## src/rtl/shift_rotate_unit.sv

```systemverilog
// Two-stage pipelined rotate/shift unit (ROL, ROR, SHL, SHR, SHRA) on a WIDTH-bit operand.
// Latency: 2 cycles from input transfer to out_valid; throughput 1 result per cycle.
// Backpressure: valid/ready on both sides; in_ready is combinational from out_ready only.
module shift_rotate_unit #(
  parameter int WIDTH   = 32,
  parameter int SHAMT_W = $clog2(WIDTH),
  parameter int FINE_W  = 2
) (
  input  logic               clk,
  input  logic               reset_n,
  input  logic               in_valid,
  output logic               in_ready,
  input  logic [2:0]         in_op,
  input  logic [WIDTH-1:0]   in_a,
  input  logic [SHAMT_W-1:0] in_shamt,
  output logic               out_valid,
  input  logic               out_ready,
  output logic [WIDTH-1:0]   out_result,
  output logic               out_zero,
  output logic               out_err
);

  localparam logic [2:0] OP_ROL  = 3'd0;
  localparam logic [2:0] OP_ROR  = 3'd1;
  localparam logic [2:0] OP_SHL  = 3'd2;
  localparam logic [2:0] OP_SHR  = 3'd3;
  localparam logic [2:0] OP_SHRA = 3'd4;

  // Log-shifter: each set bit i of n applies a 2**i step. Illegal ops pass
  // the value through untouched, which gives the "unshifted on error" result.
  // SHRA fill comes from the supplied sign, not from the partially shifted
  // value, so the fine stage fills correctly after a coarse shift.
  function automatic logic [WIDTH-1:0] log_shift(
    input logic [WIDTH-1:0]   v,
    input logic [2:0]         op,
    input logic [SHAMT_W-1:0] n,
    input logic               sign
  );
    logic [WIDTH-1:0] r;
    logic [WIDTH-1:0] fill;
    r = v;
    for (int i = 0; i < SHAMT_W; i++) begin
      if (n[i]) begin
        fill = sign ? ~({WIDTH{1'b1}} >> (1 << i)) : '0;
        case (op)
          OP_ROL:  r = (r << (1 << i)) | (r >> (WIDTH - (1 << i)));
          OP_ROR:  r = (r >> (1 << i)) | (r << (WIDTH - (1 << i)));
          OP_SHL:  r = r << (1 << i);
          OP_SHR:  r = r >> (1 << i);
          OP_SHRA: r = (r >> (1 << i)) | fill;
          default: r = r;
        endcase
      end
    end
    return r;
  endfunction

  // Stage 1 registers
  logic               s1_valid;
  logic [2:0]         s1_op;
  logic [FINE_W-1:0]  s1_fine;
  logic               s1_sign;
  logic               s1_err;
  logic [WIDTH-1:0]   s1_data;

  // Stage 2 state (the output registers)
  logic               s2_valid;

  // Handshake / advance terms
  logic s1_adv;
  logic s2_adv;
  logic in_fire;

  // Coarse shift amount: upper bits only, low FINE_W bits forced to zero.
  logic [SHAMT_W-1:0] coarse_n;
  logic [SHAMT_W-1:0] fine_n;
  logic [WIDTH-1:0]   coarse_val;
  logic [WIDTH-1:0]   fine_val;

  assign s2_adv    = !s2_valid || out_ready;
  assign s1_adv    = !s1_valid || s2_adv;
  assign in_ready  = s1_adv;
  assign in_fire   = in_valid && s1_adv;
  assign out_valid = s2_valid;

  assign coarse_n   = {in_shamt[SHAMT_W-1:FINE_W], {FINE_W{1'b0}}};
  assign fine_n     = {{(SHAMT_W-FINE_W){1'b0}}, s1_fine};
  assign coarse_val = log_shift(in_a, in_op, coarse_n, in_a[WIDTH-1]);
  assign fine_val   = log_shift(s1_data, s1_op, fine_n, s1_sign);

  // Stage 1: capture op, fine bits, sign and coarse-shifted operand on input transfer
  always_ff @(posedge clk or negedge reset_n) begin
    if (!reset_n) begin
      s1_valid <= 1'b0;
      s1_op    <= '0;
      s1_fine  <= '0;
      s1_sign  <= 1'b0;
      s1_err   <= 1'b0;
      s1_data  <= '0;
    end else if (s1_adv) begin
      s1_valid <= in_valid;
      if (in_fire) begin
        s1_op   <= in_op;
        s1_fine <= in_shamt[FINE_W-1:0];
        s1_sign <= in_a[WIDTH-1];
        s1_err  <= (in_op > OP_SHRA);
        s1_data <= coarse_val;
      end
    end
  end

  // Stage 2: apply fine shift and register result/flags; hold while stalled
  always_ff @(posedge clk or negedge reset_n) begin
    if (!reset_n) begin
      s2_valid   <= 1'b0;
      out_result <= '0;
      out_zero   <= 1'b0;
      out_err    <= 1'b0;
    end else if (s2_adv) begin
      s2_valid <= s1_valid;
      if (s1_valid) begin
        out_result <= fine_val;
        out_zero   <= (fine_val == '0);
        out_err    <= s1_err;
      end
    end
  end

endmodule

```

## config.mk

```make
export PLATFORM = sky130hd
export DESIGN_NAME = shift_rotate_unit
export DESIGN_NICKNAME = d
export VERILOG_FILES = /design/src/rtl/shift_rotate_unit.sv
export SDC_FILE = /design/constraint.sdc
export NUM_CORES = 1
export LEC_CHECK = 0
export CORE_MARGIN = 2
export CORE_UTILIZATION = 40
export CTS_CLUSTER_DIAMETER = 200
export CTS_CLUSTER_SIZE = 24
export DETAILED_ROUTE_END_ITERATION = 16
export HOLD_SLACK_MARGIN = 0.06
export MAX_ROUTING_LAYER = met4
export PLACE_DENSITY = 0.71
export SYNTH_ARGS = -nofsm -noshare
export SYNTH_HDL_FRONTEND = slang
export SYNTH_SLANG_ARGS = --single-unit
```

## constraint.sdc

```tcl
create_clock -name clk -period 5.7 [get_ports clk]
set_input_delay 0.855 -clock clk [delete_from_list [all_inputs] [get_ports clk]]
set_output_delay 0.855 -clock clk [all_outputs]
set_load 0.02 [all_outputs]
```

==> results.md, run 1 <==
- The sort of element at the end of the critical path is a register.
- The routed length on met3 is 2420 um.
- Setup violations remaining at the end of the flow were counted as 0.
- The number of enable-type register cells in the synthesized netlist is 0.
- The synthesized net count is 957.
- At the worst endpoint, the arrival time is 4110 ps.
- The initial utilization of the core area, before any placement, comes to 0.409.
- The final cycle utilization of the critical path is 0.674.
- The final hold violation count came to 0.
- The clock tree from TritonCTS is done.
- For this block, wires on met1 add up to 9660 um.
- The maximum clock skew at final layout is 9.00 ps.
- For this run, the detailed router's first-pass iteration total came to 6.
- The aggregate negative setup slack is 0 ps.
- The final-stage net count is 970.
- The via density per instance is 6.63.
- The worst setup path is of the input port to register kind.
- The slowest stage of the critical path belongs to the cell clkdlybuf4s50_1.
- Summing over every cut layer, the via total after detailed routing is 7620.
- After detailed routing, no signal wire sits above met4.
- The number of buffers created by CTS is 9.
- The worst vdd rail ir drop is 0.194 mV.
- The root buffer cell is clkbuf_16.
- Counting distinct cell types in the post-synthesis netlist gives 81.
- Counting the fill cells in the layout gives 1680.
- Setup repair after global routing left no endpoint under its margin.
- The overall global routing resource usage is 0.272.
- The number of cells upsized or downsized after cts is 0.
- The flow ran to the end, and the final reports show no timing, DRC or antenna violations.
- The largest area contributor in the netlist is dfrtp_1.
- After clock tree synthesis, the clock-pin slew on the worst setup and hold paths is 60 ps.
- In this run the deepest clock path goes through 2 buffers.
- Of the synthesized area, sequential elements account for 0.276.
- The cell area after layout is 7730 um^2.
- In the final routed layout, each cell accounts on average for 20.9 um.
- The number of global-route vias before repair is 6980.
- The max capacitance violation total is 0.
- Summing all placed instances gives a cell area of 7470 um^2.
- The first global-routing pass estimated 38200 um of wire.
- The portion of synthesized cell area occupied by the leading cell type is 0.276.
- The total overflow reported by the global router is 0.
- The max-slew violation count is 0.
- At the pin with the least slew margin, the transition time is 1030 ps.
- The mean cell area of the mapped netlist is 7.44 um^2.
- The count of mapped cells out of synthesis is 913.
- Walking the worst path, the cells encountered are clkdlybuf4s50_1, nor3b_2, buf_4, or2_1, a22oi_1, a21oi_1, a21oi_1, nor2_1.
- Of all nets on the critical path, the largest fanout is 24.
- The number of hold buffers added after CTS was 0.
- The async set-reset flop share out of synthesis is 1.00.
- Relative to the synthesized area, the layout overhead comes to 13.8%.
- The repair_antennas step left the layout with diodes totalling 0.
- The clock reaches the later pin of the worst-skew pair after 350 ps.
- Static timing analysis puts the maximum clock frequency at 0.260 GHz.
- The mapped netlist covers 6790 um^2.
- After detailed routing, the met2 layer carries 11100 um of wire.
- In this run the horizontal extent of the chip is 134 um.
- For this block, the initial DRC count from the detailed router was 1286.
- The chip height is 134 um.
- The biggest cell delay along the critical path is 1100 ps.
- The maximum level of the CTS H-tree is 3.
- In this run the worst hold path is classified as register to register.
- The analysis attributes to cell leakage a power of 0.00289 uW.
- The number of buffers added for setup after CTS is 0.
- During I/O placement, the number of pins put on the boundary was 80.
- Measured against its own limit, the worst slew margin works out to 0.312.
- In the post-synthesis netlist, the biggest area contributors are dfrtp_1 28%, a21oi_1 9.4%, nand2_1 6.4%.
- The residual antenna-violating net count after detailed routing is 0.
- The most used flip-flop cell after synthesis is dfrtp_1.
- Entering global routing, the biggest net connects 76 pins.
- The commonest cells after synthesis are 127 x a21oi_1, 116 x nand2_1, 85 x o21ai_0, 75 x dfrtp_1, 65 x nor2_1.
- Subtracting the final worst setup slack from the clock period gives 3840 ps.
- Of the cells placed in the final design, the portion with a size suffix greater than 1 is 0.0785.
- The cell that appears most often on the critical path is a21oi_1.
- The most common cell in the synthesized netlist is a21oi_1.
- The worst setup path is launched from an input port.
- The number of synthesized register bits is 75.
- The initial antenna violation count is 0.
- The die covers 18000 um^2.
- The total power is 2580 uW.
- The number of warnings printed during yosys synthesis is 0.
- The congestion estimate from routability-driven global placement came to 0.975.
- The count of buffers inserted at the top-level ports is 79.
- The number of sinks on the clock net is 75.
- The total wire length after detailed routing is 24000 um.
- For the worst setup path, the data required time is 5970 ps.
- The post-route DRC violation count is 0.
- The power density relative to cell area is 333 nW/um^2.
- The wire-length estimate of the detail-placed layout is 16500 um.
- The total core area is 16600 um^2.
- The floorplan has 47 rows.
[final timing paths]
path / slack, ps / startpoint / cells after the start / to
worst max-delay path: 1860 / in_op[2] / 8 / s1_data[22]
worst min-delay path: 480 / out_result[8] / 2 / out_result[8]
worst max register to register: 2330 / s1_op[1] / 9 / out_zero
worst min register to register: 480 / out_result[8] / 2 / out_result[8]
max in group asynchronous: 4420 / reset_n / 1 / s1_data[11]
min in group asynchronous: 670 / reset_n / 1 / out_result[14]
[stage by stage]
stage          setup slack (ps)  hold slack, ps  cells   util
5_1_grt                    1620             494   1150  0.466
3_3_place_gp               1700             461   1135  0.450
4_1_cts                    1990             478   1150  0.466
3_5_place_dp               1650             464   1135  0.450
2_1_floorplan              3170             439    913      -
6_report                   1860             475   1150  0.466
[where the power goes]
group	switching (uW)	total, uW	internal [uW]
clock network	225	517	292
logic	725	1230	503
registers	168	831	663
total	1120	2580	1460
[cells by family (layout without fill, tap and decap cells)]
group | Yosys count | after routing | synth area share
AOI/OAI and AO/OA | 435 | 435 | 0.410
buffers and inverters | 114 | 131 | 0.0910
DFF | 75 | 75 | 0.276
muxes | 21 | 21 | 0.0335
and+or+nand+nor | 268 | 268 | 0.189
[critical path, delay by kind of cell]
kind,cells,cell delay (ps)
AND/OR/NAND/NOR,3,1240
AO/OA/AOI/OAI,3,640
buffers and inverters,2,1350
[layout make-up]
type	count	area (um^2)	area share
well taps	220	275	0.0356
multi-input cells	724	4310	0.558
inverters	17	63.8	0.00826
clock buffers	11	233	0.0301
clock inverters	4	28.8	0.00372
flip-flops and latches	75	1880	0.243
repair buffers	99	938	0.121
[state kept, by name (all words and copies together) (netlist names), 2 cells and up]
register,cells
s1_fine,2
s1_data,32
s1_op,3
out_result,32
[placed cells by master, fill, tap and decap left out, types with 8 or more instances in the layout]
| master | count |
|---|---|
| nor3_1 | 12 |
| o21a_1 | 9 |
| a222oi_1 | 9 |
| clkdlybuf4s50_1 | 78 |
| o21ai_1 | 10 |
| a22oi_1 | 34 |
| a2bb2oi_1 | 9 |
| mux2_2 | 12 |
| dfrtp_1 | 75 |
| nor2_1 | 64 |
| nand2b_1 | 10 |
| a31oi_1 | 41 |
| a21oi_1 | 127 |
| a211oi_1 | 9 |
| o22ai_1 | 28 |
| inv_1 | 15 |
| o31ai_1 | 10 |
| clkbuf_16 | 9 |
| a21o_1 | 12 |
| nor4_1 | 8 |
| buf_4 | 21 |
| nand2_1 | 116 |
| o21ai_0 | 85 |
[metal layers]
layer / vias to the layer above / track usage
met5: - / -
met4: 0 / 0.120
met3: 72 / 0.0461
met2: 491 / 0.410
met1: 3598 / 0.360
li1: 3459 / -
No activity file was read; power rests on OpenSTA's default activity.
==> inputs of run 2 (changes only) <==
==> constraint.sdc (replaced) <==
create_clock -name clk -period 3.85 [get_ports clk]
set_input_delay 0.5775 -clock clk [delete_from_list [all_inputs] [get_ports clk]]
set_output_delay 0.5775 -clock clk [all_outputs]
set_load 0.02 [all_outputs]
==> results.md, run 2 (synthesized netlist as in run 1, its figures left out) <==
- The power density relative to cell area was 496 nW/um^2 (+49%).
- The number of sinks on the clock net is 75 (unchanged).
- The worst setup path is captured at a register.
- The via count of the routed design is 7659 (+0.51%).
- STA classifies the critical path startpoint as an input port.
- The maximum net fanout on the critical path came to 29 (+21%).
- The width of the die came to 134 um (unchanged).
- The number of buffers created by CTS came to 9 (unchanged).
- Static timing analysis puts the maximum clock frequency at 0.329 GHz.
- The final critical-path setup slack was 808 ps (-1050 ps).
- The footprint of the multi-input gates came to 4300 um^2 (-0.23%).
- The final-layout fill cell count is 1660 (-1.2%).
- The initial antenna violation count was 0 (unchanged).
- The total setup violations reported at the end of the flow is 0 (unchanged).
- The number of design-rule violations left by the first detailed-router iteration is 991 (-23%).
- The iteration count of the initial detailed-routing pass came to 8 (+2).
- The worst vdd rail ir drop is 0.353 mV (+82%).
- The total core area came to 16600 um^2 (unchanged).
- The effective utilization at floorplan is 0.409 (unchanged).
- The residual antenna-violating net count after detailed routing was 0 (unchanged).
- The leakage power was 0.00299 uW (+3.5%).
- The maximum number of pins on one net before global-route repair is 76 (unchanged).
- The area taken by flip-flops and latches is 1880 um^2 (unchanged).
- Setup repair after global routing left no endpoint under its margin.
- The maximum buffer depth of the clock tree is 2 (unchanged).
- The half-perimeter wire length after placement was 17300 um (+4.6%).
- The worst setup slack before clock tree synthesis is 503 ps (-1150 ps).
- The critical path class is input port to register.
- The maximum level of the CTS H-tree came to 3 (unchanged).
- The antenna diode instance count was 0 (unchanged).
- The number of buffers inserted for hold repair after clock tree synthesis is 0 (unchanged).
- For the finished layout, the period the worst path requires is 3040 ps.
- The overall global routing resource usage is 0.270 (-0.00228).
- The worst slack on hold paths was 379 ps (-96.5 ps).
- The global-route wire length before repair is 37800 um (-0.92%).
- The final hold violation count was 0 (unchanged).
- The total overflow reported by the global router is 0 (unchanged).
- In the layout the commonest cells are 127 x a21oi_1, 116 x nand2_1, 85 x o21ai_0.
- The final weighted congestion of routability-driven global placement came to 1.00 (+2.8%).
- The number of global-route vias before repair is 6994 (+0.20%).
- The tightest min-delay check is of the input port to async pin type.
- The tree is rooted in a clkbuf_16.
- The max-slew violation count is 0 (unchanged).
- In the final layout, the registers with the most flip-flops are out_result: 32 flops, s1_data: 32 flops, s1_op: 3 flops.
- The area added between synthesis and finish is 16.1%.
- The aggregate negative setup slack is 0 ps (unchanged).
- The post-route DRC violation count is 0 (unchanged).
- The final cycle utilization of the critical path is 0.790.
- The number of buffers added for setup after CTS is 0 (unchanged).
- The final-stage net count was 986 (+1.6%).
- The via density per instance is 6.56 (-0.95%).
- The count of buffers inserted at the top-level ports is 79 (unchanged).
- The number of cells upsized or downsized after cts came to 0 (unchanged).
- The total I/O pin count came to 80 (unchanged).
- The routed wire length per instance is 20.2 um (-3.0%).
- The count of standard-cell rows came to 47 (unchanged).
- The post-CTS clock slew at the launch and capture registers of the worst setup and hold paths came to 60 ps (about the same).
- The maximum clock skew at final layout was 10.9 ps (+1.85 ps).
- The floorplan die area is 18000 um^2 (unchanged).
- The data required time of the critical path came to 4110 ps (-1860 ps).
- The slew of the pin with the lowest slew margin came to 944 ps (-83.3 ps).
- The insertion delay of the later-clocked pin in the worst-skew pair is 350 ps (about the same).
- The total wire length after detailed routing is 23600 um (-1.6%).
- The data arrival time at the worst-slack endpoint is 3300 ps (-810 ps).
- The chip height is 134 um (unchanged).
- Leaving out fill and tap cells, the most frequent cell in the layout is a21oi_1.
- TritonCTS built the clock tree.
- The flow ran to the end, and the final reports show no timing, DRC or antenna violations.
- The fraction of final layout cells sized beyond drive strength 1 came to 0.0950 (+0.0165).
- The max capacitance violation total came to 0 (unchanged).
- The worst max-slew margin expressed relative to the limit is 0.371 (+0.0593).
[run 2: worst paths after layout]
kind,endpoint,startpoint,slack [ps],cells after the start
setup / recovery,s1_data[25],in_op[0],810,8
hold / removal,s1_data[25],reset_n,380,1
setup reg to reg,out_zero,s1_op[1],850,7
hold reg to reg,out_result[27],out_result[27],470,2
max in group asynchronous,out_valid,reset_n,2870,1
min in group clk,out_result[27],out_result[27],470,2
[run 2: critical path: stages]
cell and delay, ps:
clkdlybuf4s50_1 850, nor2b_1 200, buf_4 270, or2_1 680, a22oi_1 160, a21oi_1 260, nand2_1 80, a2bb2oi_1 210
[run 2: power by group]
group	internal [uW]	switching [uW]
Clock	503	345
Sequential	982	263
Combinational	764	1060
Total	2250	1660
[run 2: layer usage]
metal  vias up  track usage  share of wire
li1       3493            -              -
met1      3617        0.363           0.41
met2       474        0.410           0.45
met3        75       0.0427           0.10
met4         0        0.101          0.034
met5         -            -              0
[run 2: through the flow]
stage	area, um^2	power (uW)	utilization	std cells
global placement	7590	3020	0.458	1151
CTS	7880	3890	0.475	1167
detailed placement	7590	3040	0.458	1151
global route	7880	4140	0.475	1167
finish	7880	3910	0.475	1167
floorplan	6790	2390	-	913
[run 2: final cells by class]
cell class / instances / area share
well taps: 220 / 0.0349
multi-input cells: 724 / 0.546
inverters: 17 / 0.00809
repair buffers: 115 / 0.136
clock inverters: 6 / 0.00825
flip-flops and latches: 75 / 0.238
clock buffers: 10 / 0.0290
==> RTL change: new RTL, flow settings as in run 2 <==
Register the output `out_err` once more; this adds one clock of latency there. The other outputs are not delayed to match.
--- a/src/rtl/shift_rotate_unit.sv
+++ b/src/rtl/shift_rotate_unit.sv
@@ -25,6 +25,8 @@
   localparam logic [2:0] OP_SHL  = 3'd2;
   localparam logic [2:0] OP_SHR  = 3'd3;
   localparam logic [2:0] OP_SHRA = 3'd4;
+
+  logic out_err_s0;
 
   // Log-shifter: each set bit i of n applies a 2**i step. Illegal ops pass
   // the value through untouched, which gives the "unshifted on error" result.
@@ -115,16 +117,20 @@
       s2_valid   <= 1'b0;
       out_result <= '0;
       out_zero   <= 1'b0;
-      out_err    <= 1'b0;
+      out_err_s0 <= 1'b0;
     end else if (s2_adv) begin
       s2_valid <= s1_valid;
       if (s1_valid) begin
         out_result <= fine_val;
         out_zero   <= (fine_val == '0);
-        out_err    <= s1_err;
+        out_err_s0 <= s1_err;
       end
     end
   end
 
+  always_ff @(posedge clk) begin
+    out_err <= out_err_s0;
+  end
+
 endmodule
 
Formal check against the unedited RTL: not equivalent (a bounded check fails within 4 cycles, from zero or initial values and one cycle with reset_n low).
==> RTL change against run 2 <==
Worst setup slack worse by 0.39 ns. Final area is 1.8% higher. Wire length grew 9.8%. Area after synthesis is 2.7% lower. Hold slack worse by 0.030 ns. Power is 11% higher. Sequential cell count increased by 1. Synthesized cell count shrank 0.77%. Sequential power increased by 5%. Critical path type is now reg2reg. Critical endpoint is now out_zero.
==> RTL change: results (changes against run 2) <==
- Nets: 996 (+1.0%)
- Synth Area in Compound Gates: 36.72% (-4.3 points)
- Post-synth top cells: nor2_1 (133), a21oi_1 (104), nand2_1 (89), dfrtp_1 (75), o21ai_0 (69)
- Clock transition at path regs: 0.06 ns (about the same)
- Setup Buffers After CTS: 0 (unchanged)
- Met3 Usage GRT: 5.785% (+1.5 points)
- Vias per cell: 6.469 (-1.4%)
- Critical path's largest stage delay: 0.54 ns (-0.31 ns)
- Crit Path Max Fanout: 21 (-28%)
- Max Cap Violations: 0 (unchanged)
- Met2 wire len: 11,460 um (+6.8%)
- Multiplexer share of the synthesized area: 6.515% (+3.2 points)
- Met2 Resource Use GR: 44.24% (+3.2 points)
- WL met3: 2454 um (+0.12%)
- Crit path from: s1_op[0]
- Delay-heaviest family, CP: simple AND/OR/NAND/NOR gates
- Peak supply drop: 0.0003136 V (-11%)
- 1st-iter DRT viols: 1,026 (+3.5%)
- Worst path arrival time: 3.69 ns (+0.39 ns)
- Post-DP HPWL: 19,440 um (+13%)
- Final hold vios: 0 (unchanged)
- Comb power frac: 46.5% (about the same)
- All-Layer GR Usage: 30.35% (+3.4 points)
- Run status: complete, no violations
- Ant. Diodes: 0 (unchanged)
- Buffers on Ports: 79 (unchanged)
- Sequential area share after synthesis: 28.71% (+1.1 points)
- Critical path endpoint: out_zero
- Synth Area in Adders: 0% (unchanged)
- Max-Slew Margin vs Limit: 31.37% (-5.7 points)
- Slowest cell on crit path: dfrtp_2
- First-pass GRT wire length: 41,010 um (+8.5%)
- Syn. warnings: 0 (unchanged)
- Routed wire per std cell: 22.11 um (+9.2%)
- Clk_lat worst skew: 0.35 ns (about the same)
- TritonRoute pass-1 iters: 6 (-2)
- Hold Slack: 0.3490 ns (-0.02967 ns)
- Htree depth: 3 (unchanged)
- Vias in the first global route: 7,094 (+1.4%)
- Area contributors post-synth: dfrtp_1 (28%), a21oi_1 (7.9%), nor2_1 (7.6%), o21ai_0 (5.2%), nand2_1 (5.1%)
- Switch Pwr: 1792 uW (+7.7%)
- TritonCTS Buffers: 9 (unchanged)
- Reg2Reg Depth: 9 (+2)
- FFs w/ async S/R, synth: 98.68% (-1.3 points)
- Placer congestion estimate: 1.035 (+3.3%)
- Routed metal-1 wirelength: 11,280 um (+17%)
- Met1 Track Usage GR: 42.22% (+5.9 points)
- Post-Syn Nets: 950 (-0.73%)
- Netlist cell types: 65 (-20%)
- Initial antenna violation count: 0 (unchanged)
- Reg2Reg Setup Slack: 0.41 ns (-0.44 ns)
- Fillers: 1,627 (-2.0%)
- Share of cells above drive strength 1: 10.66% (+1.2 points)
- Clock Skew: 0.006982 ns (-0.003869 ns)
- Clk pwr share: 23.6% (+1.9 points)
- Largest net degree at the start of global routing: 76 (unchanged)
- Pleak: 0.003201 uW (+6.9%)
- Top sig layer: met4
==> RTL change: area by class of cell <==
type,instances,share of cell area (%)
Clock buffer,11,3.149
Clock inverter,5,1.341
Inverter,22,1.029
Multi-Input combinational cell,718,53.01
Sequential cell,76,23.67
Tap cell,216,3.368
Timing Repair Buffer,125,14.44
==> RTL change: per-stage QoR <==
stage / setup slack (ns) / instances / total power [uW] / area, um2
finish: 0.4150 / 1173 / 4329 / 8025
global route: 0.2337 / 1173 / 4546 / 8025
CTS: 0.4594 / 1173 / 4298 / 8025
detailed placement: 0.4003 / 1157 / 3273 / 7665
global placement: 0.4627 / 1157 / 3281 / 7665
floorplan: 0.8585 / 906 / 2422 / 6606
==> RTL change: worst reg2reg max path, cell delays in order (launching register included) <==
cell	delay, ns
dfrtp_2	0.54
buf_4	0.23
or3b_1	0.52
o32a_1	0.36
o21a_1	0.14
o22ai_1	0.20
o21ai_0	0.16
or4_1	0.48
or4_1	0.53
o31ai_2	0.20
